## src/rtl/reg_wr_arbiter_if.sv

```systemverilog
// rtl/reg_wr_arbiter_if.sv - requester and bank write-port signals of the register write arbiter
interface reg_wr_arbiter_if #(
    parameter int DATA_W = 4,
    parameter int ADDR_W = 2
);
    logic [2:0]          req;
    logic [3*ADDR_W-1:0] req_addr;
    logic [3*DATA_W-1:0] req_data;
    logic [2:0]          ack;
    logic                err;
    logic                bank_ena_wr;
    logic [ADDR_W-1:0]   bank_addr;
    logic [DATA_W-1:0]   bank_data;
    logic                bank_wr_ack;
    logic                busy;
    logic [1:0]          state_out;

    // master: the requesters plus the register bank; slave: the arbiter
    modport master (
        output req, req_addr, req_data, bank_wr_ack,
        input  ack, err, bank_ena_wr, bank_addr, bank_data, busy, state_out
    );

    modport slave (
        input  req, req_addr, req_data, bank_wr_ack,
        output ack, err, bank_ena_wr, bank_addr, bank_data, busy, state_out
    );
endinterface

```

## src/rtl/reg_wr_arbiter.sv

```systemverilog
// rtl/reg_wr_arbiter.sv - round-robin arbiter sharing the register bank write port among three requesters
module reg_wr_arbiter #(
    parameter int DATA_W  = 4,
    parameter int ADDR_W  = 2,
    parameter int TIMEOUT = 15
) (
    input  logic             clk,
    input  logic             rst,
    reg_wr_arbiter_if.slave  bus
);
    localparam logic [1:0] S_IDLE  = 2'd0;
    localparam logic [1:0] S_WRITE = 2'd1;
    localparam logic [1:0] S_RESP  = 2'd2;

    localparam int            TW     = (TIMEOUT > 1) ? $clog2(TIMEOUT) : 1;
    localparam logic [TW-1:0] T_LAST = TW'((TIMEOUT > 0) ? (TIMEOUT - 1) : 0);
    localparam bit            TO_EN  = (TIMEOUT != 0);

    logic [1:0]        state;
    logic [1:0]        ptr;
    logic [1:0]        grant;
    logic [ADDR_W-1:0] addr_q;
    logic [DATA_W-1:0] data_q;
    logic              err_q;
    logic [TW-1:0]     timer;

    logic [1:0] cand;
    logic [1:0] win;
    logic       hit;

    // Scan ptr+1, ptr+2, ptr+3 (mod 3); the most recent winner is checked last.
    always_comb begin
        cand = ptr;
        win  = 2'd0;
        hit  = 1'b0;
        for (int k = 0; k < 3; k++) begin
            cand = (cand == 2'd2) ? 2'd0 : cand + 2'd1;
            if (!hit && bus.req[cand]) begin
                win = cand;
                hit = 1'b1;
            end
        end
    end

    always_ff @(posedge clk or negedge rst) begin
        if (!rst) begin
            state  <= S_IDLE;
            ptr    <= 2'd2;
            grant  <= 2'd0;
            addr_q <= '0;
            data_q <= '0;
            err_q  <= 1'b0;
            timer  <= '0;
        end else begin
            case (state)
                S_IDLE: begin
                    if (hit) begin
                        grant  <= win;
                        addr_q <= bus.req_addr[win*ADDR_W +: ADDR_W];
                        data_q <= bus.req_data[win*DATA_W +: DATA_W];
                        timer  <= '0;
                        err_q  <= 1'b0;
                        state  <= S_WRITE;
                    end
                end
                S_WRITE: begin
                    if (bus.bank_wr_ack) begin
                        err_q <= 1'b0;
                        state <= S_RESP;
                    end else if (TO_EN && (timer == T_LAST)) begin
                        err_q <= 1'b1;
                        state <= S_RESP;
                    end else begin
                        timer <= timer + 1'b1;
                    end
                end
                S_RESP: begin
                    // Advancing the pointer even on timeout keeps a stuck bank from starving others.
                    ptr   <= grant;
                    state <= S_IDLE;
                end
                default: state <= S_IDLE;
            endcase
        end
    end

    assign bus.bank_ena_wr = (state == S_WRITE);
    assign bus.bank_addr   = addr_q;
    assign bus.bank_data   = data_q;
    assign bus.ack         = (state == S_RESP) ? (3'b001 << grant) : 3'b000;
    assign bus.err         = (state == S_RESP) && err_q;
    assign bus.busy        = (state != S_IDLE);
    assign bus.state_out   = state;
endmodule

```

## src/flat_wrapper.sv

```systemverilog
// flat-port wrapper written by rule: the top's interface ports become plain ports
module reg_wr_arbiter_flat 
#(
    parameter int DATA_W  = 4,
    parameter int ADDR_W  = 2,
    parameter int TIMEOUT = 15
)
  (clk, rst, bus_req, bus_req_addr, bus_req_data, bus_bank_wr_ack, bus_ack, bus_err, bus_bank_ena_wr, bus_bank_addr, bus_bank_data, bus_busy, bus_state_out);
  reg_wr_arbiter_if #(.DATA_W(DATA_W), .ADDR_W(ADDR_W)) bus_i ();
  input  logic clk;
  input  logic rst;
  input wire logic [$bits(bus_i.req)-1:0] bus_req;
  input wire logic [$bits(bus_i.req_addr)-1:0] bus_req_addr;
  input wire logic [$bits(bus_i.req_data)-1:0] bus_req_data;
  input wire logic [$bits(bus_i.bank_wr_ack)-1:0] bus_bank_wr_ack;
  output wire logic [$bits(bus_i.ack)-1:0] bus_ack;
  output wire logic [$bits(bus_i.err)-1:0] bus_err;
  output wire logic [$bits(bus_i.bank_ena_wr)-1:0] bus_bank_ena_wr;
  output wire logic [$bits(bus_i.bank_addr)-1:0] bus_bank_addr;
  output wire logic [$bits(bus_i.bank_data)-1:0] bus_bank_data;
  output wire logic [$bits(bus_i.busy)-1:0] bus_busy;
  output wire logic [$bits(bus_i.state_out)-1:0] bus_state_out;
  assign bus_i.req = bus_req;
  assign bus_i.req_addr = bus_req_addr;
  assign bus_i.req_data = bus_req_data;
  assign bus_i.bank_wr_ack = bus_bank_wr_ack;
  assign bus_ack = bus_i.ack;
  assign bus_err = bus_i.err;
  assign bus_bank_ena_wr = bus_i.bank_ena_wr;
  assign bus_bank_addr = bus_i.bank_addr;
  assign bus_bank_data = bus_i.bank_data;
  assign bus_busy = bus_i.busy;
  assign bus_state_out = bus_i.state_out;
  reg_wr_arbiter #(.DATA_W(DATA_W), .ADDR_W(ADDR_W), .TIMEOUT(TIMEOUT)) u_core (.clk(clk), .rst(rst), .bus(bus_i));
endmodule
```

## config.mk

```make
export PLATFORM = sky130hd
export DESIGN_NAME = reg_wr_arbiter_flat
export DESIGN_NICKNAME = d
export VERILOG_FILES = /design/src/rtl/reg_wr_arbiter_if.sv /design/src/rtl/reg_wr_arbiter.sv /design/src/flat_wrapper.sv
export SDC_FILE = /design/constraint.sdc
export NUM_CORES = 1
export LEC_CHECK = 0
export CAP_MARGIN = 40
export CORE_MARGIN = 1.5
export CORE_UTILIZATION = 40
export CTS_BUF_LIST = sky130_fd_sc_hd__clkbuf_8
export DETAILED_ROUTE_END_ITERATION = 6
export PLACE_DENSITY = 0.78
export REMOVE_ABC_BUFFERS = 1
export SYNTH_ARGS = -nofsm -noshare
export SYNTH_HDL_FRONTEND = slang
export SYNTH_SLANG_ARGS = --single-unit
export TNS_END_PERCENT = 5
```

## constraint.sdc

```tcl
create_clock -name clk -period 1.5 [get_ports clk]
set_clock_uncertainty 0.15 [all_clocks]
set_input_delay 0.225 -clock clk [delete_from_list [all_inputs] [get_ports clk]]
set_output_delay 0.225 -clock clk [all_outputs]
set_load 0.02 [all_outputs]
```

-- Word level (Yosys, flattened, before mapping)
Cells that the tools add are included.
- register bits: 17
- input bits: 24
- output and inout port bits: 14
- word-level logic and storage cells: 67
- add/sub/neg operators: 4
- order comparisons: 3
- equality and inequality tests: 10
- shift-type cells: 3
- muxes and demuxes: 28
- reduce and logical (&&, ||, !) cells: 12
- operator list (kind ; count):
    $mux 2 ; 9
    $mux 4 ; 3
    $shiftx 12x5->4 ; 1
    $lt 2x3->1 const B ; 3
    $mux 1 ; 9
    $eq 2x2->1 const B ; 4
    $pmux 4 s2 ; 1
    $add 2x1->2 const B ; 3
    $bmux 1 s2 ; 3
    $shiftx 6x4->2 ; 1
    $add 4x1->4 const B ; 1
    $eq 4x4->1 const B ; 1
    $ne 2x2->1 const B ; 2
    $pmux 2 s2 ; 1
    $reduce_and 2->1 ; 2
    $reduce_and 4->1 ; 1
    $reduce_bool 2->1 ; 2
    $logic_and 1x1->1 ; 3
    $mux 3 ; 1
    $ne 3x2->1 const B ; 1
    $reduce_and 3->1 ; 1
    $shl 1x2->3 const A ; 1
    $eq 2x1->1 const B ; 1
    $logic_not 1->1 ; 2
    3 further kinds ; 3

-- Longest topological paths before layout
- depth after elaboration: 13
- mapped depth: 6
- depth with buffers taken out: 6

-- Worst setup path before layout
OpenSTA, ideal clock, no wires.
- path type: register to output
- start point: register u_core.state[0] (netlist: u_core.bus.state_out[0])
- end point: output bus_ack[1]
- arrival time: 1272 ps
- required time: 1125 ps
- setup slack: -147 ps
- stages on the path, launching flop included: 3
- path buffers: 0
- cell sequence: dfrtp_1 > nand2b_1 > nor3b_1
- longest elaborated chain between the ends: 2
- ends and longest elaborated chain (what ; RTL line ; RTL):
    start: declaration ; reg_wr_arbiter.sv:19 ; logic [1:0] state;
    start signal: assignment ; reg_wr_arbiter.sv:47 ; state <= S_IDLE;
    start signal: assignment ; reg_wr_arbiter.sv:63 ; state <= S_WRITE;
    start signal: assignment ; reg_wr_arbiter.sv:69 ; state <= S_RESP;
    $eq 2x2->1 ; reg_wr_arbiter.sv:90 ; assign bus.ack = (state == S_RESP) ? (3'b001 << grant) : 3'b000;
    $mux 3 ; reg_wr_arbiter.sv:90 ;
    end: declaration ; flat_wrapper.sv:16 ; output wire logic [$bits(bus_i.ack)-1:0] bus_ack;
Every way passes these cells.

-- Worst setup path after layout
- start point: register u_core.ptr[1]
- end point: register u_core.data_q[0] (netlist: u_core.bus.bank_data[0])
- longest elaborated chain between the ends: 12
- elaborated cells on any way between the ends: 27
- those cells by class: 3 x add/sub; 3 x eq/ne; 1 x shift; 15 x mux; 5 x reduce/logical
- ends and longest elaborated chain (what ; RTL line ; RTL):
    start: declaration ; reg_wr_arbiter.sv:20 ; logic [1:0] ptr;
    start signal: assignment ; reg_wr_arbiter.sv:79 ; ptr <= grant;
    $add 2x1->2 / $eq 2x2->1 (equally long branches) ; reg_wr_arbiter.sv:37 ; cand = (cand == 2'd2) ? 2'd0 : cand + 2'd1;
    $mux 2 * ; reg_wr_arbiter.sv:37 ;
    branches (longest 10 deep; another with $add 2x1->2) ; - ;
    end signal: assignment ; reg_wr_arbiter.sv:60 ; data_q <= bus.req_data[win*DATA_W +: DATA_W];
    end: declaration ; reg_wr_arbiter.sv:23 ; logic [DATA_W-1:0] data_q;
Every way passes the cells marked *. The select of a mux whose other input is x is not followed.
A chain may end at the register's enable or synchronous reset.

==> flow_metrics.env <==
export IMPL_grt_pass1_wl_mm=4.14
export IMPL_initial_core_util_pct=42.3
export IMPL_antenna_left=0
export IMPL_synth_compound_area_share_pct=15.1
export IMPL_cp_max_fo=7
export IMPL_design_core_area_um2=2210
export IMPL_num_rows=17
export IMPL_slowest_stage="dfstp_2"
export IMPL_finalNetCount=182
export IMPL_post_route_period_util_pct=106
export IMPL_cp_slowest_stage_delay_ps=610
export IMPL_max_cap_violations=0
export IMPL_pin_count=38
export IMPL_ys_ff_latch=17
export IMPL_numCtsBuffers=3
export IMPL_cts_sinks=17
export IMPL_dp_hpwl_mm=1.74
export IMPL_synth_adder_area_share_pct=2.67
export IMPL_timing_fmax_ghz=0.626
export IMPL_vias_per_cell=5.21
export IMPL_hold_viol=0
export IMPL_globalplace_congestion=0.730
export IMPL_syn2layout_area_growth_pct=68.4
export IMPL_r2r_start="u_core.ptr[1]"
export IMPL_final_cells=183
export IMPL_grt_pass1_vias=983
export IMPL_cts_tree="built"
export IMPL_drive_gt1_share_pct=31.0
export IMPL_syn_avg_cell_area_um2=9.65
export IMPL_yosysWarnings=0
export IMPL_hold_path_class="input pin to asynchronous set/reset pin"
export IMPL_grt_overflow=0
export IMPL_finalMaxSlewViolations=0
export IMPL_clk_pin_slew_worst_paths_ps=70
export IMPL_clk_latency_ps=250
export IMPL_grt_max_degree=18
export IMPL_clockBufferDepth=2
export IMPL_rr_endpoint="u_core.bus.bank_data[0]"
export IMPL_num_vias=953
export IMPL_tns_ps=-531
export IMPL_endpoint_kind="flip-flop"
export IMPL_drt_pass1_iterations=4
export IMPL_diodes=0
export IMPL_wl_mm=2.41
export IMPL_fillers=156
export IMPL_tightest_slew_ps=290
export IMPL_post_place_cells=179
export IMPL_rsz0062_at_grt="yes"
export IMPL_final_area_um2=1580
export IMPL_powerDensity_nw_per_um2=1660
export IMPL_outcome="finished, violations left"
export IMPL_yosys_area_share_simple_pct=24.7
export IMPL_reg2regPathDepth=4
export IMPL_cp_arrival_ps=1560
export IMPL_finalSetupViolations=9
export IMPL_grt_total_usage_pct=20.9
export IMPL_path_class="flip-flop to flip-flop"
export IMPL_post_cts_buffers=0
export IMPL_routedWlPerCell_um=13.2
export IMPL_syn_inst=97
export IMPL_syn_area_um2=936
export IMPL_synth_top_family_by_area="simple AND/OR/NAND/NOR gates"
export IMPL_worstPathRequired_ps=1470
export IMPL_die_area_um2=2640
export IMPL_startpoint_type="flip-flop"
export IMPL_antenna_found_initial=0
export IMPL_violations="setup timing"
export IMPL_die_h_um=51.4
export IMPL_setup_slack_ps=-96.3
export IMPL_hold_buffers=0
export IMPL_regArea_um2=428
export IMPL_relSlewSlack_pct=80.6
export IMPL_placed_area_um2=1470
export IMPL_hold_ws_ps=131
export IMPL_synth_xor_area_share_pct=0
export IMPL_synth_cell_type_count=26
export IMPL_die_x_um=51.4
export IMPL_final_util_pct=71.3
export IMPL_startpoint="u_core.ptr[1]"
export IMPL_drcViolationCount=0
export IMPL_timing_final_crit_period_ps=1600
export IMPL_multiInputGateArea_um2=548
export IMPL_worstPathCellList="nor2_4 -> a2bb2oi_4 -> mux2i_1 -> o221ai_1"
export IMPL_synthMuxAreaShare_pct=7.49
export IMPL_p_leak_nw=0.784
export IMPL_cts_htree_levels=1
export IMPL_crit_end="u_core.bus.bank_data[0]"
export IMPL_yosysSeqAreaShare_pct=45.6
export IMPL_peakVddDrop_v=0.000969
export IMPL_drt_iter0_drc=28
export IMPL_cts_root_buffer="clkbuf_8"
export IMPL_io_buffers=37
export IMPL_rrSetupSlack_ps=-100
-- through the flow --
step           power [mW]  setup WS [ps]
5_1_grt              2.81           -170
3_5_place_dp         2.22           -368
2_1_floorplan        1.50           -147
3_3_place_gp         2.16           -285
4_1_cts              2.52           -209
6_report             2.62          -96.3
-- worst min-delay path by stage --
| stage | startpoint | to | slack (ps) | depth (start not counted) |
|---|---|---|---|---|
| final | rst | u_core.timer[0] | 130 | 2 |
| after CTS | rst | u_core.timer[0] | 140 | 2 |
| after floorplan | rst | u_core.bus.bank_addr[0] | -220 | 0 |
| after detailed placement | u_core.bus.bank_data[2] | u_core.bus.bank_data[2] | 330 | 2 |
| after global placement | u_core.bus.bank_data[2] | u_core.bus.bank_data[2] | 330 | 2 |
| after global routing | rst | u_core.timer[0] | 170 | 2 |
-- power breakdown --
part | internal [mW] | switching (mW)
registers | 0.653 | 0.174
logic | 0.697 | 0.747
clock network | 0.185 | 0.167
-- cells in the mapped netlist (all sizes together) --
master,count,area share [%]
ha,2,2.7
or3,1,1.2
a31oi,1,0.67
nor2b,5,4.1
nand2b,2,1.3
buf,1,1.2
nor2,6,2.4
nand2,20,8.8
o221ai,6,5.6
nor3b,2,1.6
and2,1,0.67
dfrtp,16,43
dfstp,1,2.8
nand3,6,3.2
nor3,1,0.53
and2b,1,0.80
inv,8,3.2
mux2i,7,7.5
o211ai,1,1.3
o22ai,1,0.67
o21ai,6,3.2
o31ai,1,0.80
a2bb2oi,1,2.8
-- cells in the final DEF (no fill, tap or decap), types with 2 or more instances in the layout --
cell	instances
nor2b_4	2
buf_4	20
o21ai_0	5
nor2b_1	3
nor2_1	4
dfrtp_1	15
nand3_1	5
buf_6	2
nor3b_2	2
clkdlybuf4s50_1	21
mux2i_1	7
inv_1	8
dlymetal6s2s_1	2
buf_2	2
clkbuf_8	3
nand2_1	18
dlygate4sd2_1	7
o221ai_1	6
-- worst max-delay path, delay by kind of cell (launching register included) --
kind / cells / cell delay (ps)
AND/OR/NAND/NOR: 1 / 50
flip-flops: 1 / 610
AO/OA/AOI/OAI: 2 / 400
multiplexers: 1 / 250
-- repair_timing --
item	4_1_cts	5_1_grt
gates cloned	0	0
pin swaps	6	3
gates resized for setup	40	23
setup endpoints to repair	24	20
-- layer usage --
metal	routed length, µm	vias up	global-route usage [%]
met4	21	0	7.46
met1	993	463	24.6
met5	0	-	0
met2	1280	35	38.0
met3	119	2	2.92
li1	-	453	-
-- logic make-up (layout without fill, tap and decap cells) --
group / count (synthesis) / in the layout
adders and majority gates: 2 / 2
DFF: 17 / 17
and+or+nand+nor: 45 / 45
AOI/OAI and AO/OA: 17 / 17
buffers and inverters: 9 / 67
muxes: 7 / 7
-- layout make-up --
type                       count  share of cell area, %
clock inverter                 1                  0.317
timing repair buffer          55                   31.0
clock buffer                   3                   2.62
inverter                       8                   1.90
multi-input combinational     71                   34.8
sequential                    17                   27.1
tap                           28                   2.22
-- sequential cells by signal (all words and copies together) (netlist names) --
signal,cells
u_core.bus.bank_addr,2
u_core.bus.bank_data,4
u_core.bus.state_out,2
u_core.err_q,1
u_core.grant,2
u_core.ptr,2
u_core.timer,4
(Power assumes the default switching activity.)
